[src/rtl/io_hub_pkg.sv]
// Shared definitions for the I/O hub controller: IPL encodings, interrupt
// level packing helpers and counter width helpers.
package io_hub_pkg;

  // 68000 IPL lines are active low; all ones means no interrupt pending
  localparam logic [2:0] IPL_NONE = 3'b111;

  // Largest number of interrupt sources the packing helpers handle
  localparam int MAX_IRQ = 16;
  localparam int LEVELS_W = 3 * MAX_IRQ;

  typedef logic [2:0] ipl_t;

  // Extract the 3-bit level of source idx from a packed level vector
  function automatic ipl_t level_of(input logic [LEVELS_W-1:0] levels,
                                    input int idx);
    return levels[3*idx +: 3];
  endfunction

  // Place a 3-bit level for source idx into a packed level vector
  function automatic logic [LEVELS_W-1:0] pack_level(input logic [LEVELS_W-1:0] levels,
                                                     input int idx,
                                                     input ipl_t level);
    logic [LEVELS_W-1:0] result;
    result = levels;
    result[3*idx +: 3] = level;
    return result;
  endfunction

  // Bits needed to hold values 0..max_count (at least one bit)
  function automatic int cnt_width(input int unsigned max_count);
    return (max_count < 1) ? 1 : $clog2(max_count + 1);
  endfunction

endpackage

[src/rtl/irq_prio_enc.sv]
// Interrupt priority encoder: synchronises active-low requests on the
// positive-phase enable and presents the highest asserted level as an
// active-low registered IPL code.
module irq_prio_enc
  import io_hub_pkg::*;
#(
  parameter int NUM_IRQ = 2,
  parameter logic [3*NUM_IRQ-1:0] IRQ_LEVELS = {3'd5, 3'd6}
) (
  input  logic               clk,
  input  logic               reset,
  input  logic               cep,
  input  logic               hold,
  input  logic [NUM_IRQ-1:0] irq_n,
  output logic [2:0]         ipl_n
);

  localparam logic [LEVELS_W-1:0] LEVELS_EXT = LEVELS_W'(IRQ_LEVELS);

  logic [NUM_IRQ-1:0] sync1;
  logic [NUM_IRQ-1:0] sync2;
  logic [2:0]         level_max;
  logic [2:0]         lvl;

  // Two-flop synchroniser for the asynchronous request lines
  always_ff @(posedge clk or posedge reset) begin
    if (reset) begin
      sync1 <= '1;
      sync2 <= '1;
    end else if (cep) begin
      sync1 <= irq_n;
      sync2 <= sync1;
    end
  end

  // Highest level among asserted sources; a level of 0 never wins, so it disables the source
  always_comb begin
    level_max = 3'd0;
    lvl       = 3'd0;
    for (int i = 0; i < NUM_IRQ; i++) begin
      lvl = level_of(LEVELS_EXT, i);
      if (!sync2[i] && (lvl > level_max)) begin
        level_max = lvl;
      end
    end
  end

  // Registered IPL output, held idle while the CPU is in reset
  always_ff @(posedge clk or posedge reset) begin
    if (reset) begin
      ipl_n <= IPL_NONE;
    end else if (hold) begin
      ipl_n <= IPL_NONE;
    end else if (cep) begin
      ipl_n <= ~level_max;
    end
  end

endmodule

[src/rtl/io_hub_ctrl.sv]
// I/O hub controller: CPU reset stretching, interrupt level encoding,
// peripheral read-data steering and the PWM audio sample path with
// click-free volume ramping.
module io_hub_ctrl
  import io_hub_pkg::*;
#(
  parameter int                     NUM_PERIPH   = 4,
  parameter logic [NUM_PERIPH-1:0]  BYTE_MASK    = 4'b1100,
  parameter logic [7:0]             FILL_BYTE    = 8'hEF,
  parameter int                     NUM_IRQ      = 2,
  parameter logic [3*NUM_IRQ-1:0]   IRQ_LEVELS   = {3'd5, 3'd6},
  parameter int unsigned            RESET_CYCLES = 32'h000F_FFFF,
  parameter int                     SAMPLE_W     = 8,
  parameter int                     VOL_BITS     = 3,
  parameter int unsigned            RAMP_DIV     = 256
) (
  input  logic                         clk,
  input  logic                         reset,
  input  logic                         cep,
  input  logic                         cen,
  input  logic                         soft_reset,
  output logic                         cpu_reset_n,
  output logic [2:0]                   cpu_ipl_n,
  input  logic [NUM_IRQ-1:0]           irq_n,
  input  logic [NUM_PERIPH-1:0]        sel,
  input  logic [16*NUM_PERIPH-1:0]     periph_rdata,
  input  logic [15:0]                  mem_rdata,
  output logic [15:0]                  cpu_rdata,
  input  logic                         load_sound,
  input  logic [VOL_BITS-1:0]          snd_vol,
  input  logic                         snd_mute,
  output logic [SAMPLE_W+VOL_BITS-1:0] audio_out
);

  localparam int RST_W = cnt_width(RESET_CYCLES);
  localparam logic [RST_W-1:0] RST_LOAD = RST_W'(RESET_CYCLES);

  localparam int unsigned DIV_MAX = (RAMP_DIV == 0) ? 0 : RAMP_DIV - 1;
  localparam int DIV_W = cnt_width(DIV_MAX);
  localparam logic [DIV_W-1:0] DIV_LAST = DIV_W'(DIV_MAX);

  localparam int AUD_W = SAMPLE_W + VOL_BITS;

  logic [RST_W-1:0]    rst_count;
  logic [RST_W-1:0]    rst_count_next;
  logic                ipl_hold;
  logic                load_d;
  logic [SAMPLE_W-1:0] sample;
  logic [DIV_W-1:0]    ramp_div;
  logic [VOL_BITS-1:0] vol_cur;
  logic [AUD_W-1:0]    scaled;

  // Next reset-stretch count: a soft reset reloads, otherwise count down on cep
  always_comb begin
    rst_count_next = rst_count;
    if (soft_reset) begin
      rst_count_next = RST_LOAD;
    end else if (cep && (rst_count != '0)) begin
      rst_count_next = rst_count - RST_W'(1);
    end
  end

  // Reset-stretch counter; the CPU is released on the edge the count reaches zero
  always_ff @(posedge clk or posedge reset) begin
    if (reset) begin
      rst_count   <= RST_LOAD;
      cpu_reset_n <= 1'b0;
    end else begin
      rst_count   <= rst_count_next;
      cpu_reset_n <= (rst_count_next == '0);
    end
  end

  assign ipl_hold = ~cpu_reset_n;

  irq_prio_enc #(
    .NUM_IRQ    (NUM_IRQ),
    .IRQ_LEVELS (IRQ_LEVELS)
  ) u_irq_prio_enc (
    .clk   (clk),
    .reset (reset),
    .cep   (cep),
    .hold  (ipl_hold),
    .irq_n (irq_n),
    .ipl_n (cpu_ipl_n)
  );

  // Read-data steering: the lowest selected peripheral wins, RAM/ROM otherwise
  always_comb begin
    cpu_rdata = mem_rdata;
    for (int i = NUM_PERIPH - 1; i >= 0; i--) begin
      if (sel[i]) begin
        if (BYTE_MASK[i]) begin
          cpu_rdata = {periph_rdata[16*i +: 8], FILL_BYTE};
        end else begin
          cpu_rdata = periph_rdata[16*i +: 16];
        end
      end
    end
  end

  // Sound-slot flag captured on the negative phase
  always_ff @(posedge clk or posedge reset) begin
    if (reset) begin
      load_d <= 1'b0;
    end else if (cen) begin
      load_d <= load_sound;
    end
  end

  // Audio sample latch, loaded on the positive phase after a sound slot
  always_ff @(posedge clk or posedge reset) begin
    if (reset) begin
      sample <= '0;
    end else if (cep && load_d) begin
      sample <= snd_mute ? '0 : mem_rdata[15 -: SAMPLE_W];
    end
  end

  // Volume ramp: step one unit toward the target each time the divider wraps
  always_ff @(posedge clk or posedge reset) begin
    if (reset) begin
      ramp_div <= '0;
      vol_cur  <= '0;
    end else if (cep) begin
      if (RAMP_DIV == 0) begin
        ramp_div <= '0;
        vol_cur  <= snd_vol;
      end else if (ramp_div == DIV_LAST) begin
        ramp_div <= '0;
        if (vol_cur < snd_vol) begin
          vol_cur <= vol_cur + VOL_BITS'(1);
        end else if (vol_cur > snd_vol) begin
          vol_cur <= vol_cur - VOL_BITS'(1);
        end
      end else begin
        ramp_div <= ramp_div + DIV_W'(1);
      end
    end
  end

  // Shift-and-add multiply of the sample by the current volume
  always_comb begin
    scaled = '0;
    for (int b = 0; b < VOL_BITS; b++) begin
      if (vol_cur[b]) begin
        scaled = scaled + (AUD_W'(sample) << b);
      end
    end
  end

  // Registered audio output
  always_ff @(posedge clk or posedge reset) begin
    if (reset) begin
      audio_out <= '0;
    end else if (cep) begin
      audio_out <= scaled;
    end
  end

endmodule

[config.mk]
export PLATFORM = sky130hd
export DESIGN_NAME = io_hub_ctrl
export DESIGN_NICKNAME = d
export VERILOG_FILES = /design/src/rtl/io_hub_pkg.sv /design/src/rtl/irq_prio_enc.sv /design/src/rtl/io_hub_ctrl.sv
export SDC_FILE = /design/constraint.sdc
export NUM_CORES = 1
export LEC_CHECK = 0
export ABC_AREA = 0
export BUFFER_PORTS_ARGS = -buffer_cell sky130_fd_sc_hd__buf_2
export CORE_UTILIZATION = 45
export DETAILED_ROUTE_END_ITERATION = 8
export GPL_ROUTABILITY_DRIVEN = 1
export PLACE_DENSITY = 0.71
export SLEW_MARGIN = 20
export SYNTH_ARGS = -nofsm -noshare
export SYNTH_HDL_FRONTEND = slang
export SYNTH_SLANG_ARGS = --single-unit
export TNS_END_PERCENT = 20
[constraint.sdc]
create_clock -name clk -period 4.45 [get_ports clk]
set_input_delay 0.445 -clock clk [delete_from_list [all_inputs] [get_ports clk]]
set_output_delay 0.445 -clock clk [all_outputs]
set_load 0.01 [all_outputs]
==> reports/results.tsv, run 1 <==
stage	metric	value	unit
outcome	status	finished, violations left	
outcome	violations	DRC	
pwr	power_density	270	nW/um^2
timing	rsz0062_at_grt	no	
timing	hold_violations	0	
grt	grt-ovfl-total	0	
cts	cts_root_buffer	clkbuf_8	
setup_path	r2r-start	vol_cur[0]$_DFFE_PP0P_	
setup_path	critPathArrivalTime	3910	ps
cells_and_area	final_layout_size_suffix_gt1_share	29.6	%
grt	track_usage	21.7	%
routing	wl	9.88	mm
grt	grt_pass1_vias	3799	
floorplan	die_w	98.0	um
cells_and_area	postLayoutCoreUtil	56.2	%
placement	place_congestion	0.877	
cells_and_area	nets	700	
routing	drt-pass1-iter-count	6	
floorplan	start_util	47.1	%
cells_and_area	most-common-layout-cells	buf_2, nand2_1, nor2_1, o21ai_0, a21oi_1	
setup_path	cp-startpoint	vol_cur[0]$_DFFE_PP0P_	
cells_and_area	num-fill-cells	813	
logic_synthesis	ys_seq_elements	59	
timing	setup_viol	0	
cts	clkSinkCount	59	
setup_path	ff2ff_path_depth	16	
cts	post_cts_buffers	0	
setup_path	r2r_end	audio_out[10]$_DFFE_PP0P_	
timing	tightestPinTransition	837	ps
placement	io_buffer_count	110	
cells_and_area	final_common_cell	buf_2	
logic_synthesis	syn_area	4150	um^2
logic_synthesis	synth_ff_type	dfrtp_1	
cts	holdBufCountCts	0	
grt	grt_max_degree	60	
floorplan	core_area	8810	um^2
cts	post_cts_resized	0	
cells_and_area	diodes	0	
setup_path	endpoint	audio_out[10]$_DFFE_PP0P_	
cts	cts.clk_slew.worst_paths	70	ps
placement	dp_hpwl	7.63	mm
setup_path	worstSetupStartpointType	flop	
logic_synthesis	synth_cell_type_count	54	
routing	route.detailed.wl_per_inst	14.3	um
timing	fin_crit	3710	ps
logic_synthesis	ys_async_sr_fraction	100	%
cts	numCtsBuffers	9	
logic_synthesis	yosysSeqAreaShare	36.4	%
routing	antenna_left	0	
floorplan	io_pins	127	
setup_path	critPathRequiredTime	4660	ps
timing	timing.final.crit_share	83.3	%
setup_path	cp_max_fo	11	
logic_synthesis	syn-num-nets	598	
logic_synthesis	syn_avg_cell_area	8.68	um^2
job	maxCapViolations	0	
routing	vias_per_cell	5.55	
cts	cts_tree	built	
pwr	p_leak	0.00224	uW
cells_and_area	regArea	1510	um^2
timing	fmax	270	MHz
pwr	peakVddDrop	114	uV
worst_hold_path	holdCritPathClass	in2async	
floorplan	num_rows	34	
setup_path	critPathKind	reg2reg	
routing	num_vias	3847	
timing	fin_worst_skew	9.35	ps
grt	grt_pass1_wl	17.0	mm
grt	antenna_found_initial	0	
cells_and_area	syn2layout_area_growth	19.2	%
timing	fin_tns_setup	0	ps
setup_path	reg2reg_slack	740	ps
cts	insertion_delay	330	ps
cells_and_area	multiInputGateArea	2490	um^2
floorplan	dieArea	9610	um^2
timing	slew_headroom	43.4	%
setup_path	worstSetupEndpointType	flop	
routing	drtIter0Drc	192	
routing	drc	4	
floorplan	die_h	98.0	um
cts	htree_num_levels	3	
timing	slew_violations	0	
logic_synthesis	synth_warnings	0	
logic_synthesis	synthCells	478	
cts	clockBufferDepth	2	
logic_synthesis	synth-edff-count	0	
## sequential cells by signal, summed over array words and instances (netlist names)
| signal | count |
|---|---|
| ramp_div | 8 |
| cpu_reset_n | 1 |
| load_d | 1 |
| vol_cur | 3 |
| u_irq_prio_enc.ipl_n | 3 |
| sample | 8 |
| u_irq_prio_enc.sync1 | 2 |
| u_irq_prio_enc.sync2 | 2 |
| audio_out | 11 |
| rst_count | 20 |
## worst max-delay path, cell delays in order (launching register included)
cell       delay [ps]
dfrtp_1           590
inv_1             140
nor2_1            190
ha_1              190
inv_1              50
fa_1              390
xnor2_1           150
nand2_1            60
o21ai_0           200
fa_1              500
a21o_1            200
a21oi_1           230
o21bai_1           90
a21oi_1           230
nor2b_1            80
o2111ai_1         210
nand3_1           100
## worst min path at each step
stage	from	end
after CTS	load_sound	load_d$_DFFE_PP0P_
final	reset	ramp_div[6]$_DFFE_PP0P_
after floorplan	ramp_div[6]$_DFFE_PP0P_	ramp_div[6]$_DFFE_PP0P_
after global placement	cpu_reset_n$_DFF_PP0_	u_irq_prio_enc.ipl_n[0]$_DFFE_PP1P_
after global routing	irq_n[0]	u_irq_prio_enc.sync1[0]$_DFFE_PP1P_
after detailed placement	cpu_reset_n$_DFF_PP0_	u_irq_prio_enc.ipl_n[0]$_DFFE_PP1P_
## final cells by class
class                      instances  area share [%]
multi-input combinational        379            50.3
sequential                        59            30.5
timing repair buffer             113            11.6
clock buffer                      11            2.86
tap                              108            2.73
inverter                          18            1.37
clock inverter                     5           0.607
## per-stage QoR
step                      cells  total power, uW  hold WS [ps]  cell area, um^2  setup slack, ps
after floorplan             478              824           446             4150             1150
after global placement      677              908           435             4770              903
after detailed placement    677              924           456             4770              744
after CTS                   693             1360           331             4940              722
after global routing        693             1420           343             4940              412
final                       693             1340           329             4940              743
## cells in the mapped netlist, drive strengths merged, types with 6 or more instances
cell type | count | area, um^2
a21oi | 34 | 170
and2 | 6 | 37.5
clkbuf | 20 | 75.1
dfrtp | 32 | 801
dfstp | 27 | 709
ha | 21 | 263
inv | 17 | 63.8
mux2 | 9 | 101
mux2i | 17 | 170
nand2 | 46 | 173
nand2b | 21 | 131
nand3 | 10 | 50.1
nand4 | 11 | 68.8
nor2 | 42 | 158
nor3 | 15 | 80.1
nor4 | 8 | 65.1
o21ai | 41 | 205
o22ai | 8 | 50.1
or4 | 7 | 56.3
xnor2 | 18 | 158
xor2 | 9 | 78.8
## power by group
group / internal [uW] / switching (uW)
Combinational: 129 / 134
Clock: 214 / 209
Sequential: 594 / 55.3
## layer usage
metal	GRT usage [%]	vias up	wire [um]
li1	-	1908	-
met1	27.4	1793	4420
met2	38.4	140	4820
met3	3.15	6	565
met4	6.53	0	73
met5	0	-	0
## kinds of logic (layout without fill, tap and decap cells)
| group | Yosys count | count (layout) | share of synthesized area (%) |
|---|---|---|---|
| fa+ha+maj | 24 | 24 | 7.78 |
| flops | 59 | 59 | 36.4 |
| mux | 26 | 26 | 6.54 |
| buf+inv | 40 | 147 | 3.65 |
| xor+xnor | 27 | 27 | 5.70 |
| compound gates | 107 | 107 | 14.8 |
| simple gates | 195 | 195 | 25.1 |
Note: power is estimated with default switching activity, not from simulation.
==> run 2: changes to the inputs <==
- ABC_AREA: 0 -> 1
- PLACE_DENSITY: 0.71 -> 0.73
- clock period: 4.45 -> 3.2 ns (I/O delays scaled with it)
==> run 2 against run 1 <==
Compared with the run above: the run now ends clean; final cell count increased by 29%; sequential power increased by 43%; final area increased by 11%; synthesized area increased by 8.2%; via count increased by 19%; fmax increased by 22%; worst setup slack got worse by 570 ps; die area increased by 8.1%; clock-buffer cell count decreased by 1; global-route usage increased by 1.1 points; sequential share of layout area decreased by 3.0 points; critical path depth increased by 6; highest routed layer unchanged.
==> reports/results.tsv, run 2 <==
stage	metric	value	unit
routing	drc	0	
cts	cts_root_buffer	clkbuf_8	
cells_and_area	largest_reg_flops	20	
cts	cts_tree	built	
pwr	power_density	401	nW/um^2
logic_synthesis	synth_top_area_share	17.8	%
setup_path	cp_slowest_cell	dfrtp_1	
logic_synthesis	ys_seq_elements	59	
cells_and_area	diodes	0	
cells_and_area	syn2layout_area_growth	22.0	%
logic_synthesis	synthTopCellsByCount	nand2_1, nor2_1, inv_1	
floorplan	io_pins	127	
logic_synthesis	yosysSeqAreaShare	33.6	%
routing	wl	11.4	mm
cells_and_area	reg.largest.list	rst_count: 20 flops, audio_out: 11 flops	
logic_synthesis	synth_xor_area_share	3.12	%
logic_synthesis	synth_fa_ha_area_share	7.19	%
routing	drtIter0Drc	211	
setup_path	crit_cells	22	
logic_synthesis	synth_warnings	0	
pwr	report.power.total	2200	uW
logic_synthesis	synth_top_family_by_area	simple AND/OR/NAND/NOR gates	
placement	io_buffer_count	110	
timing	slew_headroom	42.8	%
grt	grt_pass1_wl	18.8	mm
pwr	p_leak	0.00276	uW
setup_path	cpPeakStageDelay	420	ps
timing	fmax	330	MHz
logic_synthesis	synth_top_cell_by_area	dfrtp_1	
placement	place_congestion	0.930	
setup_path	path_cells	nand2_1 -> inv_2 -> ha_4 -> inv_1 -> fa_2 -> inv_2 -> nand2_1 -> nand2_1 -> nand2_2 -> nand2_2 -> nor2_1 -> o31ai_2 -> ha_1 -> nand3_2 -> nand3_2 -> a21oi_2 -> o21bai_1 -> buf_4 -> nand2_2 -> nand2_1 -> a21oi_1 -> o21ai_0	
floorplan	dieArea	10400	um^2
timing	fin_tns_setup	0	ps
setup_path	cp_max_fo	5	
setup_path	critPathKind	reg2reg	
pwr	peakVddDrop	190	uV
routing	num_vias	4580	
floorplan	core_area	9730	um^2
setup_path	worstSetupStartpointType	flop	
placement	dp_hpwl	8.62	mm
outcome	status	completed	
cts	clockBufferDepth	2	
setup_path	path_delay_family	adder cells	
setup_path	crit_buf_inv	4	
logic_synthesis	syn-num-nets	768	
cts	cts.clk_slew.worst_paths	80	ps
grt	grt_pass1_vias	4312	
cells_and_area	final_layout_size_suffix_gt1_share	28.0	%
routing	drt-pass1-iter-count	5	
logic_synthesis	yosys.area_share.simple	34.9	%
timing	timing.final.crit_share	94.6	%
cts	insertion_delay	360	ps
timing	layout_setup_ws	174	ps
timing	fin_worst_skew	13.6	ps
logic_synthesis	synthTopCellsByArea	dfrtp_1, dfstp_2, nand2_1	
timing	slew_violations	0	
setup_path	ff2ff_path_depth	22	
floorplan	start_util	46.2	%
setup_path	critPathArrivalTime	3260	ps
cells_and_area	final_common_cell	nand2_1	
logic_synthesis	synth_cell_type_count	42	
logic_synthesis	ys_async_sr_fraction	100	%
cts	clkSinkCount	59	
worst_hold_path	holdCritPathClass	in2async	
setup_path	worstSetupEndpointType	flop	
grt	grt-ovfl-total	0	
logic_synthesis	synth_ff_type	dfrtp_1	
grt	track_usage	22.8	%
cts	htree_num_levels	3	
setup_path	cp_common_cell	nand2_1	
timing	setup_viol	0	
cells_and_area	nets	878	
timing	fin_crit	3030	ps
logic_synthesis	synthMostInstantiatedCell	nand2_1	
floorplan	die_h	102	um
logic_synthesis	synth_mux_area_share	0.251	%
grt	grt_max_degree	51	
routing	vias_per_cell	5.11	
placement	dp_slack	-30.3	ps
grt	antenna_found_initial	0	
cts	holdBufCountCts	0	
timing	hold_violations	0	
floorplan	num_rows	36	
logic_synthesis	syn_avg_cell_area	6.93	um^2
routing	antenna_left	0	
logic_synthesis	synthCells	648	
timing	tightestPinTransition	857	ps
job	maxCapViolations	0	
placement	dp_cells	877	
logic_synthesis	syn_area	4490	um^2
cts	numCtsBuffers	9	
logic_synthesis	synth_compound_area_share	13.3	%
routing	route.detailed.wl_per_inst	12.7	um
cells_and_area	final_cells	896	
logic_synthesis	synth-edff-count	0	
cells_and_area	top_register	rst_count	
floorplan	die_w	102	um
setup_path	critPathRequiredTime	3440	ps
cells_and_area	most-common-layout-cells	nand2_1, buf_2, nor2_1, inv_1, a21oi_1	
run 2: worst reg2reg max path: stages (launching register included):
cell      delay (ps)
dfrtp_1          420
nand2_1           90
inv_2             80
ha_4             130
inv_1             50
fa_2             370
inv_2             60
nand2_1           50
nand2_1           70
nand2_2           60
nand2_2           70
nor2_1            50
o31ai_2          210
ha_1             320
nand3_2          100
nand3_2          100
a21oi_2          160
o21bai_1         100
buf_4            140
nand2_2           60
nand2_1           50
a21oi_1          110
o21ai_0           80
run 2: area by class of cell:
type	count	area [um^2]
Clock buffer	10	149
Clock inverter	6	52.6
Fill cell	958	4250
Inverter	66	251
Multi-Input combinational cell	502	2720
Sequential cell	59	1510
Tap cell	133	166
Timing Repair Buffer	120	626
run 2: final timing paths:
| kind | startpoint | endpoint | slack [ps] |
|---|---|---|---|
| worst max-delay path | vol_cur[0]$_DFFE_PP0P_ | audio_out[10]$_DFFE_PP0P_ | 170 |
| worst min register to register | u_irq_prio_enc.sync1[1]$_DFFE_PP1P_ | u_irq_prio_enc.sync1[1]$_DFFE_PP1P_ | 470 |
| worst min-delay path | reset | ramp_div[5]$_DFFE_PP0P_ | 100 |
| max in group asynchronous | reset | rst_count[1]$_DFF_PP1_ | 2360 |
| worst max register to register | vol_cur[0]$_DFFE_PP0P_ | audio_out[10]$_DFFE_PP0P_ | 170 |
| min in group clk | irq_n[1] | u_irq_prio_enc.sync1[1]$_DFFE_PP1P_ | 160 |
run 2: metal layers:
metal,wire [um],up-vias,GRT usage (%)
met2,5480,137,39.5
met3,634,15,4.99
li1,-,2327,-
met4,184,0,7.58
met1,5070,2101,28.2
met5,0,-,0
run 2: cell families (layout without fill, tap and decap cells):
| logic type | Yosys count | after routing |
|---|---|---|
| xor gates and xnor gates | 16 | 16 |
| AOI/OAI and AO/OA | 106 | 106 |
| buffers and inverters | 87 | 202 |
| muxes | 1 | 1 |
| DFF | 59 | 59 |
| adders and majority gates | 24 | 24 |
| and+or+nand+nor | 355 | 355 |
run 2: repair_timing:
item / CTS / global route
buffers inserted: 0 / 3
gates resized for setup: 1 / 21
endpoints found under the setup margin: 1 / 4
pin swaps: 1 / 11
hold endpoints to repair: 0 / 0
run 2: power breakdown:
group	switching [uW]	leakage, uW	internal (uW)
sequential	76.9	0.000694	853
clock	358	0.000103	342
combinational	333	0.00196	234
run 2: metrics by stage:
| stage | instance area [um^2] | hold slack (ps) | utilization [%] |
|---|---|---|---|
| finish | 5480 | 104 | 56.3 |
| CTS | 5380 | 143 | 55.2 |
| detailed placement | 5170 | 446 | 53.1 |
| global placement | 5170 | 445 | 53.1 |
| global route | 5480 | 170 | 56.3 |
| floorplan | 4490 | 416 | - |
